## src/rtl/riscv_mem_wait_ctrl_if.sv

```systemverilog
`default_nettype none
// ============================================================================
// Module  : riscv_mem_wait_ctrl_if
// Brief   : Request/response bundle between a fetch/LSU requester and the
//           on-chip RAM wait-state generator.
// Revision: 1.0 - initial release
// ============================================================================
interface riscv_mem_wait_ctrl_if #(
    parameter int ADDR_W = 64,
    parameter int CNT_W  = 4
);
    logic              rden;
    logic              wren;
    logic [ADDR_W-1:0] addr;
    logic              flush;
    logic [CNT_W-1:0]  cfg_lat;
    logic              mem_ready;
    logic              busy;
    logic [ADDR_W-1:0] addr_q;
    logic              we_q;

    modport master (
        output rden, wren, addr, flush, cfg_lat,
        input  mem_ready, busy, addr_q, we_q
    );

    modport slave (
        input  rden, wren, addr, flush, cfg_lat,
        output mem_ready, busy, addr_q, we_q
    );
endinterface
`default_nettype wire

```

## src/rtl/riscv_mem_wait_ctrl.sv

```systemverilog
`default_nettype none
// ============================================================================
// Module  : riscv_mem_wait_ctrl
// Brief   : Wait-state generator turning a level read/write request into a
//           single-cycle mem_ready pulse after a configurable latency.
// Revision: 1.0 - initial release
// ============================================================================
module riscv_mem_wait_ctrl #(
    parameter int ADDR_W      = 64,
    parameter int LATENCY     = 4,
    parameter int MAX_LATENCY = 15,
    parameter int CNT_W       = $clog2(MAX_LATENCY + 1)
) (
    input  wire logic             clk,
    input  wire logic             rst_n,
    riscv_mem_wait_ctrl_if.slave  bus
);

    localparam logic [1:0] S_IDLE = 2'd0;
    localparam logic [1:0] S_WAIT = 2'd1;
    localparam logic [1:0] S_DONE = 2'd2;

    localparam logic [CNT_W-1:0] C_LAT = CNT_W'(LATENCY);
    localparam logic [CNT_W-1:0] C_MAX = CNT_W'(MAX_LATENCY);
    localparam logic [CNT_W-1:0] C_ONE = CNT_W'(1);
    localparam logic [CNT_W-1:0] C_ZERO = '0;

    logic [1:0]        state_q, state_d;
    logic [CNT_W-1:0]  cnt_q, cnt_d;
    logic [CNT_W-1:0]  lat_q, lat_d;
    logic              rdy_q, rdy_d;
    logic [ADDR_W-1:0] cap_addr_q, cap_addr_d;
    logic              cap_we_q, cap_we_d;

    logic              w_req;
    logic              w_changed;
    logic [CNT_W-1:0]  w_eff_lat;
    logic              w_busy;

    assign w_req     = bus.rden | bus.wren;
    assign w_changed = (bus.addr != cap_addr_q) || (bus.wren != cap_we_q);

    // Zero selects the build-time default; oversized values saturate.
    assign w_eff_lat = (bus.cfg_lat == C_ZERO) ? C_LAT :
                       ((bus.cfg_lat > C_MAX) ? C_MAX : bus.cfg_lat);

    // ------------------------------------------------------------------
    // State register
    // ------------------------------------------------------------------
    always_ff @(posedge clk or negedge rst_n) begin
        if (!rst_n) begin
            state_q    <= S_IDLE;
            cnt_q      <= '0;
            lat_q      <= '0;
            rdy_q      <= 1'b0;
            cap_addr_q <= '0;
            cap_we_q   <= 1'b0;
        end else begin
            state_q    <= state_d;
            cnt_q      <= cnt_d;
            lat_q      <= lat_d;
            rdy_q      <= rdy_d;
            cap_addr_q <= cap_addr_d;
            cap_we_q   <= cap_we_d;
        end
    end

    // ------------------------------------------------------------------
    // Next-state logic
    // ------------------------------------------------------------------
    always_comb begin
        state_d    = state_q;
        cnt_d      = cnt_q;
        lat_d      = lat_q;
        rdy_d      = 1'b0;
        cap_addr_d = cap_addr_q;
        cap_we_d   = cap_we_q;

        if (bus.flush) begin
            // Flush outranks everything, including a completion due now.
            state_d = S_IDLE;
            cnt_d   = '0;
        end else begin
            case (state_q)
                S_IDLE, S_DONE: begin
                    if (w_req) begin
                        cap_addr_d = bus.addr;
                        cap_we_d   = bus.wren;
                        lat_d      = w_eff_lat;
                        cnt_d      = C_ONE;
                        if (w_eff_lat == C_ONE) begin
                            state_d = S_DONE;
                            rdy_d   = 1'b1;
                        end else begin
                            state_d = S_WAIT;
                        end
                    end else begin
                        state_d = S_IDLE;
                        cnt_d   = '0;
                    end
                end

                S_WAIT: begin
                    if (!w_req) begin
                        state_d = S_IDLE;
                        cnt_d   = '0;
                    end else if (w_changed) begin
                        // A new address or direction restarts the full latency.
                        cap_addr_d = bus.addr;
                        cap_we_d   = bus.wren;
                        lat_d      = w_eff_lat;
                        cnt_d      = C_ONE;
                        if (w_eff_lat == C_ONE) begin
                            state_d = S_DONE;
                            rdy_d   = 1'b1;
                        end else begin
                            state_d = S_WAIT;
                        end
                    end else if (cnt_q == (lat_q - C_ONE)) begin
                        state_d = S_DONE;
                        rdy_d   = 1'b1;
                        cnt_d   = '0;
                    end else begin
                        cnt_d = cnt_q + C_ONE;
                    end
                end

                default: begin
                    state_d = S_IDLE;
                    cnt_d   = '0;
                end
            endcase
        end
    end

    // ------------------------------------------------------------------
    // Output decode
    // ------------------------------------------------------------------
    always_comb begin
        w_busy = (state_q == S_WAIT);
    end

    assign bus.mem_ready = rdy_q;
    assign bus.busy      = w_busy;
    assign bus.addr_q    = cap_addr_q;
    assign bus.we_q      = cap_we_q;

endmodule
`default_nettype wire

```

## src/flat_wrapper.sv

```systemverilog
// flat-port wrapper written by rule: the top's interface ports become plain ports
module riscv_mem_wait_ctrl_flat 
#(
    parameter int ADDR_W      = 64,
    parameter int LATENCY     = 4,
    parameter int MAX_LATENCY = 15,
    parameter int CNT_W       = $clog2(MAX_LATENCY + 1)
)
  (clk, rst_n, bus_rden, bus_wren, bus_addr, bus_flush, bus_cfg_lat, bus_mem_ready, bus_busy, bus_addr_q, bus_we_q);
  riscv_mem_wait_ctrl_if #(.ADDR_W(ADDR_W), .CNT_W(CNT_W)) bus_i ();
  input  wire logic clk;
  input  wire logic rst_n;
  input wire logic [$bits(bus_i.rden)-1:0] bus_rden;
  input wire logic [$bits(bus_i.wren)-1:0] bus_wren;
  input wire logic [$bits(bus_i.addr)-1:0] bus_addr;
  input wire logic [$bits(bus_i.flush)-1:0] bus_flush;
  input wire logic [$bits(bus_i.cfg_lat)-1:0] bus_cfg_lat;
  output wire logic [$bits(bus_i.mem_ready)-1:0] bus_mem_ready;
  output wire logic [$bits(bus_i.busy)-1:0] bus_busy;
  output wire logic [$bits(bus_i.addr_q)-1:0] bus_addr_q;
  output wire logic [$bits(bus_i.we_q)-1:0] bus_we_q;
  assign bus_i.rden = bus_rden;
  assign bus_i.wren = bus_wren;
  assign bus_i.addr = bus_addr;
  assign bus_i.flush = bus_flush;
  assign bus_i.cfg_lat = bus_cfg_lat;
  assign bus_mem_ready = bus_i.mem_ready;
  assign bus_busy = bus_i.busy;
  assign bus_addr_q = bus_i.addr_q;
  assign bus_we_q = bus_i.we_q;
  riscv_mem_wait_ctrl #(.ADDR_W(ADDR_W), .LATENCY(LATENCY), .MAX_LATENCY(MAX_LATENCY), .CNT_W(CNT_W)) u_core (.clk(clk), .rst_n(rst_n), .bus(bus_i));
endmodule
```

## config.mk

```make
export PLATFORM = sky130hd
export DESIGN_NAME = riscv_mem_wait_ctrl_flat
export DESIGN_NICKNAME = d
export VERILOG_FILES = /design/src/rtl/riscv_mem_wait_ctrl_if.sv /design/src/rtl/riscv_mem_wait_ctrl.sv /design/src/flat_wrapper.sv
export SDC_FILE = /design/constraint.sdc
export NUM_CORES = 1
export LEC_CHECK = 0
export ABC_CLOCK_PERIOD_IN_PS = 2400
export CORE_ASPECT_RATIO = 0.6
export CORE_MARGIN = 4
export CORE_UTILIZATION = 45
export DETAILED_ROUTE_END_ITERATION = 8
export GPL_TIMING_DRIVEN = 0
export PLACE_DENSITY = 0.87
export SYNTH_ARGS = -nofsm -noshare
export SYNTH_HDL_FRONTEND = slang
export SYNTH_SLANG_ARGS = --single-unit
```

## constraint.sdc

```tcl
create_clock -name clk -period 2.4 [get_ports clk]
set_input_delay 0.48 -clock clk [delete_from_list [all_inputs] [get_ports clk]]
set_output_delay 0.48 -clock clk [all_outputs]
set_load 0.005 [all_outputs]
```

# Word level (Yosys, flattened, before mapping)

Index checks and enable logic that the tools add are counted.

Add/sub/neg operators: 2
$lt $le $gt $ge: 1
Bitwise gates (word level): 2
Equal/unequal tests: 10
Mux-type cells: 34
Reductions and logical operators: 6

Operator list:

| operator                                             | number |
|---|---|
| two-way mux 64 bit                                   | 3 |
| one-hot mux 64 bit (2 select lines)                  | 1 |
| != test 64 bit                                       | 1 |
| two-way mux 4 bit                                    | 9 |
| one-hot mux 4 bit (2 select lines)                   | 2 |
| two-way mux 2 bit                                    | 6 |
| two-way mux 1 bit                                    | 10 |
| != test 2 x 1 -> 1 bit, second input constant        | 3 |
| != test 5 bit, second input constant                 | 1 |
| AND reduction 5 bit                                  | 1 |
| adder 4 x 1 -> 4 bit, second input constant          | 1 |
| == test 4 x 1 -> 1 bit, second input constant        | 1 |
| == test 4 bit                                        | 1 |
| greater-than comparator 4 bit, second input constant | 1 |
| logical NOT 4 bit                                    | 1 |
| one-hot mux 1 bit (2 select lines)                   | 2 |
| one-hot mux 2 bit (2 select lines)                   | 1 |
| subtractor 4 x 1 -> 4 bit, second input constant     | 1 |
| == test 2 x 1 -> 1 bit, second input constant        | 1 |
| == test 2 bit, second input constant                 | 1 |
| logical NOT 2 bit                                    | 1 |
| nonzero test 2 bit                                   | 1 |
| OR reduction 2 bit                                   | 1 |
| logical OR 1 bit                                     | 1 |
| 3 further kinds                                      | 3 |

Output and inout bits: 67
Bits in registers: 76
Bits of input ports: 73
Logic and storage cells: 61

# Logic depth before layout (Yosys ltp)

Word-level depth: 9
Mapped depth: 8
Mapped depth without buffers: 8

# Least setup slack after synthesis

OpenSTA, ideal clock, no wires.

Path kind: input to register
Start point: in bus_addr[57]
End point: reg u_core.cap_addr_q[0], in the netlist u_core.bus.addr_q[0]
Required time: 2.275 ns
Slack: 0.255 ns
Path buffers: 2
Setup time: 0.125 ns
Data arrival time: 2.020 ns
Cell stages on the path: 8
Cell sequence: xor2_1 nor4_1 nand4_1 nor3_4 a21oi_2 buf_6 buf_6 mux2_4

Cells in the longest elaborated chain, start to end: 4

RTL lines:

| what                                    | line                      | text |
|---|---|---|
| start: declaration                      | flat_wrapper.sv:15        | `input wire logic [$bits(bus_i.addr)-1:0] bus_addr;` |
| != test 64 bit                          | riscv_mem_wait_ctrl.sv:41 | `assign w_changed = (bus.addr != cap_addr_q) \|\| (bus.wren != cap_we_q);` |
| logical OR 1 bit                        | riscv_mem_wait_ctrl.sv:41 |  |
| != test 2 x 1 -> 1 bit (no source line) | -                         |  |
| AND reduction 5 bit (no source line)    | -                         |  |
| end signal: assignment                  | riscv_mem_wait_ctrl.sv:63 | `cap_addr_q <= cap_addr_d;` |
| end: declaration                        | riscv_mem_wait_ctrl.sv:32 | `logic [ADDR_W-1:0] cap_addr_q, cap_addr_d;` |

Every way passes these cells.
A chain may end at the register's enable or synchronous reset.

# Worst setup path in the final report

Start point: in bus_addr[61]
End point: reg u_core.lat_q[0]

Cells in the longest elaborated chain, start to end: 4

RTL lines:

| what                                    | line                      | text |
|---|---|---|
| != test 64 bit                          | riscv_mem_wait_ctrl.sv:41 |  |
| logical OR 1 bit                        | riscv_mem_wait_ctrl.sv:41 |  |
| != test 2 x 1 -> 1 bit (no source line) | -                         |  |
| AND reduction 5 bit (no source line)    | -                         |  |
| end signal: assignment                  | riscv_mem_wait_ctrl.sv:61 | `lat_q <= lat_d;` |
| end: declaration                        | riscv_mem_wait_ctrl.sv:30 | `logic [CNT_W-1:0] lat_q, lat_d;` |

Every way passes these cells.

==> qor.json <==
{
  "p_leak": {"value": 2.58, "unit": "nW"},
  "post_synth_instance_area": {"value": 3750, "unit": "µm²"},
  "place.port_buffers": {"value": 139},
  "nNetsFinal": {"value": 511},
  "route.antenna.remaining_nets": {"value": 0},
  "fp-row-count": {"value": 25},
  "grt_start_max_net_pins": {"value": 63},
  "worst-endpoint-arrival": {"value": 2580, "unit": "ps"},
  "finalWeightedCongestion": {"value": 0.863},
  "worst-path-stages": {"value": 8},
  "critPathCaptureType": {"value": "register"},
  "drc": {"value": 0},
  "htree_num_levels": {"value": 3},
  "post-synth-top-count-cell": {"value": "sky130_fd_sc_hd__dfrtp_1"},
  "layout-area-overhead-vs-synth": {"value": 58.0, "unit": "%"},
  "combinationalPowerShare": {"value": 24.9, "unit": "%"},
  "clk_transition_reported_paths": {"value": 60, "unit": "ps"},
  "timing.setup.critical_path_class": {"value": "in -> reg"},
  "floorplan.die.height": {"value": 78.7, "unit": "µm"},
  "pwr-share-clk": {"value": 36.9, "unit": "%"},
  "clock-skew-final": {"value": 6.14, "unit": "ps"},
  "cell_internal_pwr": {"value": 3.12, "unit": "mW"},
  "grt_first_pass_wirelength": {"value": 16100, "unit": "µm"},
  "reg2reg_depth": {"value": 7},
  "timing.max_slew.rel_slack": {"value": 58.8, "unit": "%"},
  "number_of_antenna_violations_at_the_first_check_in_global_routing": {"value": 0},
  "power-per-cell-area": {"value": 708, "unit": "nW/µm²"},
  "max_freq": {"value": 0.425, "unit": "GHz"},
  "core": {"value": 7980, "unit": "µm²"},
  "worst_path_largest_cell_delay": {"value": 520, "unit": "ps"},
  "timing.final.max_slew_violations": {"value": 0},
  "dieWidth": {"value": 126, "unit": "µm"},
  "finalCritPeriodShare": {"value": 98.1, "unit": "%"},
  "finalWorstPathRequiredPeriod": {"value": 2350, "unit": "ps"},
  "place_hpwl": {"value": 7680, "unit": "µm"},
  "layout-drive-gt1-share": {"value": 25.6, "unit": "%"},
  "hold_violations": {"value": 0},
  "grt_setup_unrepaired": {"value": "false"},
  "drt_wl_total": {"value": 10600, "unit": "µm"},
  "worst_hold_depth": {"value": 2},
  "pin_count": {"value": 140},
  "synth_top_area_share": {"value": 50.8, "unit": "%"},
  "antenna_cells": {"value": 0},
  "critPathTopFamily": {"value": "simple AND/OR/NAND/NOR gates"},
  "postSynthNetCount": {"value": 355},
  "cp_num_buf_inv": {"value": 2},
  "switchingPower": {"value": 1.07, "unit": "mW"},
  "initialDrtViolationCount": {"value": 68},
  "initial_core_utilization": {"value": 47.0, "unit": "%"},
  "ir_worst_vdd": {"value": 0.000481, "unit": "V"},
  "critical_path.startpoint_type": {"value": "input pin"},
  "crit_slowest_cell": {"value": "sky130_fd_sc_hd__clkdlybuf4s50_1"},
  "number_of_global_route_vias_before_repair": {"value": 3035},
  "cts-root-to-sink-buffers": {"value": 2},
  "count_of_different_cell_masters_after_synthesis": {"value": 30},
  "pwr-share-seq": {"value": 38.2, "unit": "%"},
  "critical_path_required": {"value": 2620, "unit": "ps"},
  "yosysSeqAreaShare": {"value": 50.8, "unit": "%"},
  "cts_root_buffer_type": {"value": "sky130_fd_sc_hd__clkbuf_16"},
  "detail_route.first_pass.iterations": {"value": 4},
  "vias_per_cell": {"value": 5.14},
  "synth-main-ff-cell": {"value": "sky130_fd_sc_hd__dfrtp_1"},
  "switching_share": {"value": 25.5, "unit": "%"},
  "worstPathCellList": {"value": "clkdlybuf4s50_1 -> xnor2_2 -> nand4_1 -> nor4_4 -> and3_4 -> a21oi_4 -> clkbuf_16 -> mux2_4"},
  "final.fill_count": {"value": 552},
  "clk-insertion-delay-late": {"value": 340, "unit": "ps"},
  "synth-edff-count": {"value": 0},
  "synth_cells": {"value": 280},
  "yosys-top-cells-count": {"value": "sky130_fd_sc_hd__dfrtp_1 (76), sky130_fd_sc_hd__mux2_2 (59), sky130_fd_sc_hd__xor2_1 (46)"},
  "worst_case_hold_slack": {"value": 442, "unit": "ps"},
  "cp_max_fo": {"value": 5},
  "finalSetupViolCount": {"value": 0},
  "clock_sinks": {"value": 76},
  "gr-usage-all-layers": {"value": 21.3, "unit": "%"},
  "tightestPinTransition": {"value": 612, "unit": "ps"},
  "ys_top_cells_by_area": {"value": "sky130_fd_sc_hd__dfrtp_1 (51%), sky130_fd_sc_hd__mux2_2 (18%), sky130_fd_sc_hd__xor2_1 (11%)"},
  "vias": {"value": 2820},
  "synth_largest_area_cell": {"value": "sky130_fd_sc_hd__dfrtp_1"},
  "wire_per_inst": {"value": 19.4, "unit": "µm"},
  "cts-buffers-inserted": {"value": 9},
  "ys_warn_count": {"value": 0},
  "post_synth.cell_area_avg": {"value": 13.4, "unit": "µm²"},
  "tritoncts": {"value": "yes"},
  "finalCoreUtilization": {"value": 74.2, "unit": "%"},
  "grt_overflow": {"value": 0},
  "die_area": {"value": 9900, "unit": "µm²"},
  "hp-class": {"value": "in -> reg"},
  "status": {"value": "finished clean"},
  "async_reset_ff_share": {"value": 100, "unit": "%"},
  "yosys_register_bits": {"value": 76},
  "maxCapViolations": {"value": 0}
}
==> final cells by class <==
type / instances / area [µm²] / share of cell area, %
Buffer: 6 / 96.3 / 1.63
Clock buffer: 9 / 225 / 3.80
Clock inverter: 7 / 115 / 1.94
Inverter: 4 / 15.0 / 0.254
Multi-Input combinational cell: 194 / 1890 / 31.9
Sequential cell: 76 / 1900 / 32.1
Tap cell: 108 / 135 / 2.28
Timing Repair Buffer: 145 / 1540 / 26.0
==> flip-flops by register name, summed over array words and instances (netlist names) <==
register	count
u_core.bus.addr_q	64
u_core.bus.we_q	1
u_core.bus.mem_ready	1
u_core.cnt_q	4
u_core.state_q	2
u_core.lat_q	4
==> final timing paths <==
kind	from	end	slack, ps
min in group asynchronous	rst_n	u_core.bus.addr_q[1]	560
min reg2reg	u_core.lat_q[3]	u_core.lat_q[3]	530
max reg2reg	u_core.bus.addr_q[0]	u_core.lat_q[0]	110
min	bus_addr[3]	u_core.bus.addr_q[3]	440
max	bus_addr[61]	u_core.lat_q[0]	50
max in group asynchronous	rst_n	u_core.bus.addr_q[63]	1270
==> metrics by stage <==
step / setup TNS (ps) / total power, mW / instances / cell area, µm² / setup slack (ps)
final: 0 / 4.19 / 549 / 5920 / 46.7
after detailed placement: -33510 / 2.60 / 528 / 5300 / -574
after global routing: 0 / 4.38 / 549 / 5920 / 5.80
after global placement: -168720 / 2.57 / 527 / 5270 / -1840
after floorplan: 0 / 2.01 / 280 / 3750 / 255
after CTS: 0 / 4.18 / 545 / 5690 / 8.20
==> logic make-up (layout without fill, tap and decap cells) <==
family	after synthesis	after routing	share of synthesized area, %
adders and majority gates	2	2	0.668
and+or+nand+nor	39	39	6.28
muxes	69	69	21.6
buffers and inverters	11	171	1.67
DFF	76	76	50.8
xor gates and xnor gates	73	73	17.1
AOI/OAI and AO/OA	10	11	1.97
==> power by group through the flow <==
stage                     combinational (mW)  sequential (mW)  clock (mW)
after detailed placement               0.985             1.62           0
after CTS                               1.01             1.60        1.58
final                                   1.04             1.60        1.55
after floorplan                        0.400             1.61           0
after global placement                 0.959             1.61           0
after global routing                    1.12             1.63        1.63
==> cells in the final DEF, fill, tap and decap left out, types with 2 or more instances in the layout <==
master / netlist / routed
sky130_fd_sc_hd__nand4_1: 7 / 7
sky130_fd_sc_hd__a21oi_1: 2 / 2
sky130_fd_sc_hd__xor2_1: 46 / 46
sky130_fd_sc_hd__nand3_1: 4 / 4
sky130_fd_sc_hd__buf_8: 0 / 3
sky130_fd_sc_hd__dlymetal6s2s_1: 0 / 19
sky130_fd_sc_hd__inv_1: 4 / 4
sky130_fd_sc_hd__dfrtp_1: 76 / 76
sky130_fd_sc_hd__nor4_1: 12 / 3
sky130_fd_sc_hd__buf_4: 0 / 2
sky130_fd_sc_hd__o21bai_1: 2 / 2
sky130_fd_sc_hd__ha_1: 2 / 2
sky130_fd_sc_hd__nor2_1: 5 / 5
sky130_fd_sc_hd__bufinv_16: 0 / 3
sky130_fd_sc_hd__nor4_2: 0 / 8
sky130_fd_sc_hd__buf_6: 2 / 2
sky130_fd_sc_hd__mux2_4: 9 / 9
sky130_fd_sc_hd__clkdlybuf4s50_1: 0 / 118
sky130_fd_sc_hd__clkinv_2: 0 / 2
sky130_fd_sc_hd__xnor2_1: 27 / 26
sky130_fd_sc_hd__a21oi_4: 0 / 2
sky130_fd_sc_hd__buf_12: 0 / 2
sky130_fd_sc_hd__mux2_2: 59 / 59
sky130_fd_sc_hd__nor3_1: 4 / 3
sky130_fd_sc_hd__clkbuf_16: 0 / 11
sky130_fd_sc_hd__clkinvlp_4: 0 / 2
==> routing by layer <==
metal	wire, µm	GRT usage, %	up-vias	part of all wire (%)
met4	117	6.96	0	1.1
met3	1140	10.2	11	11
met2	4830	33.4	116	45
met1	4560	26.2	1380	43
met5	0	0	-	0
li1	-	-	1313	-
==> what timing repair did <==
action | 4_1_cts | 5_1_grt
resized for setup | 9 | 47
buffers inserted | 1 | 0
setup endpoints to repair | 69 | 68
hold buffers | 1 | 0
pin swaps | 5 | 16
hold endpoints to repair | 14 | 0
cloned | 0 | 4
No activity file was read; power rests on OpenSTA's default activity.
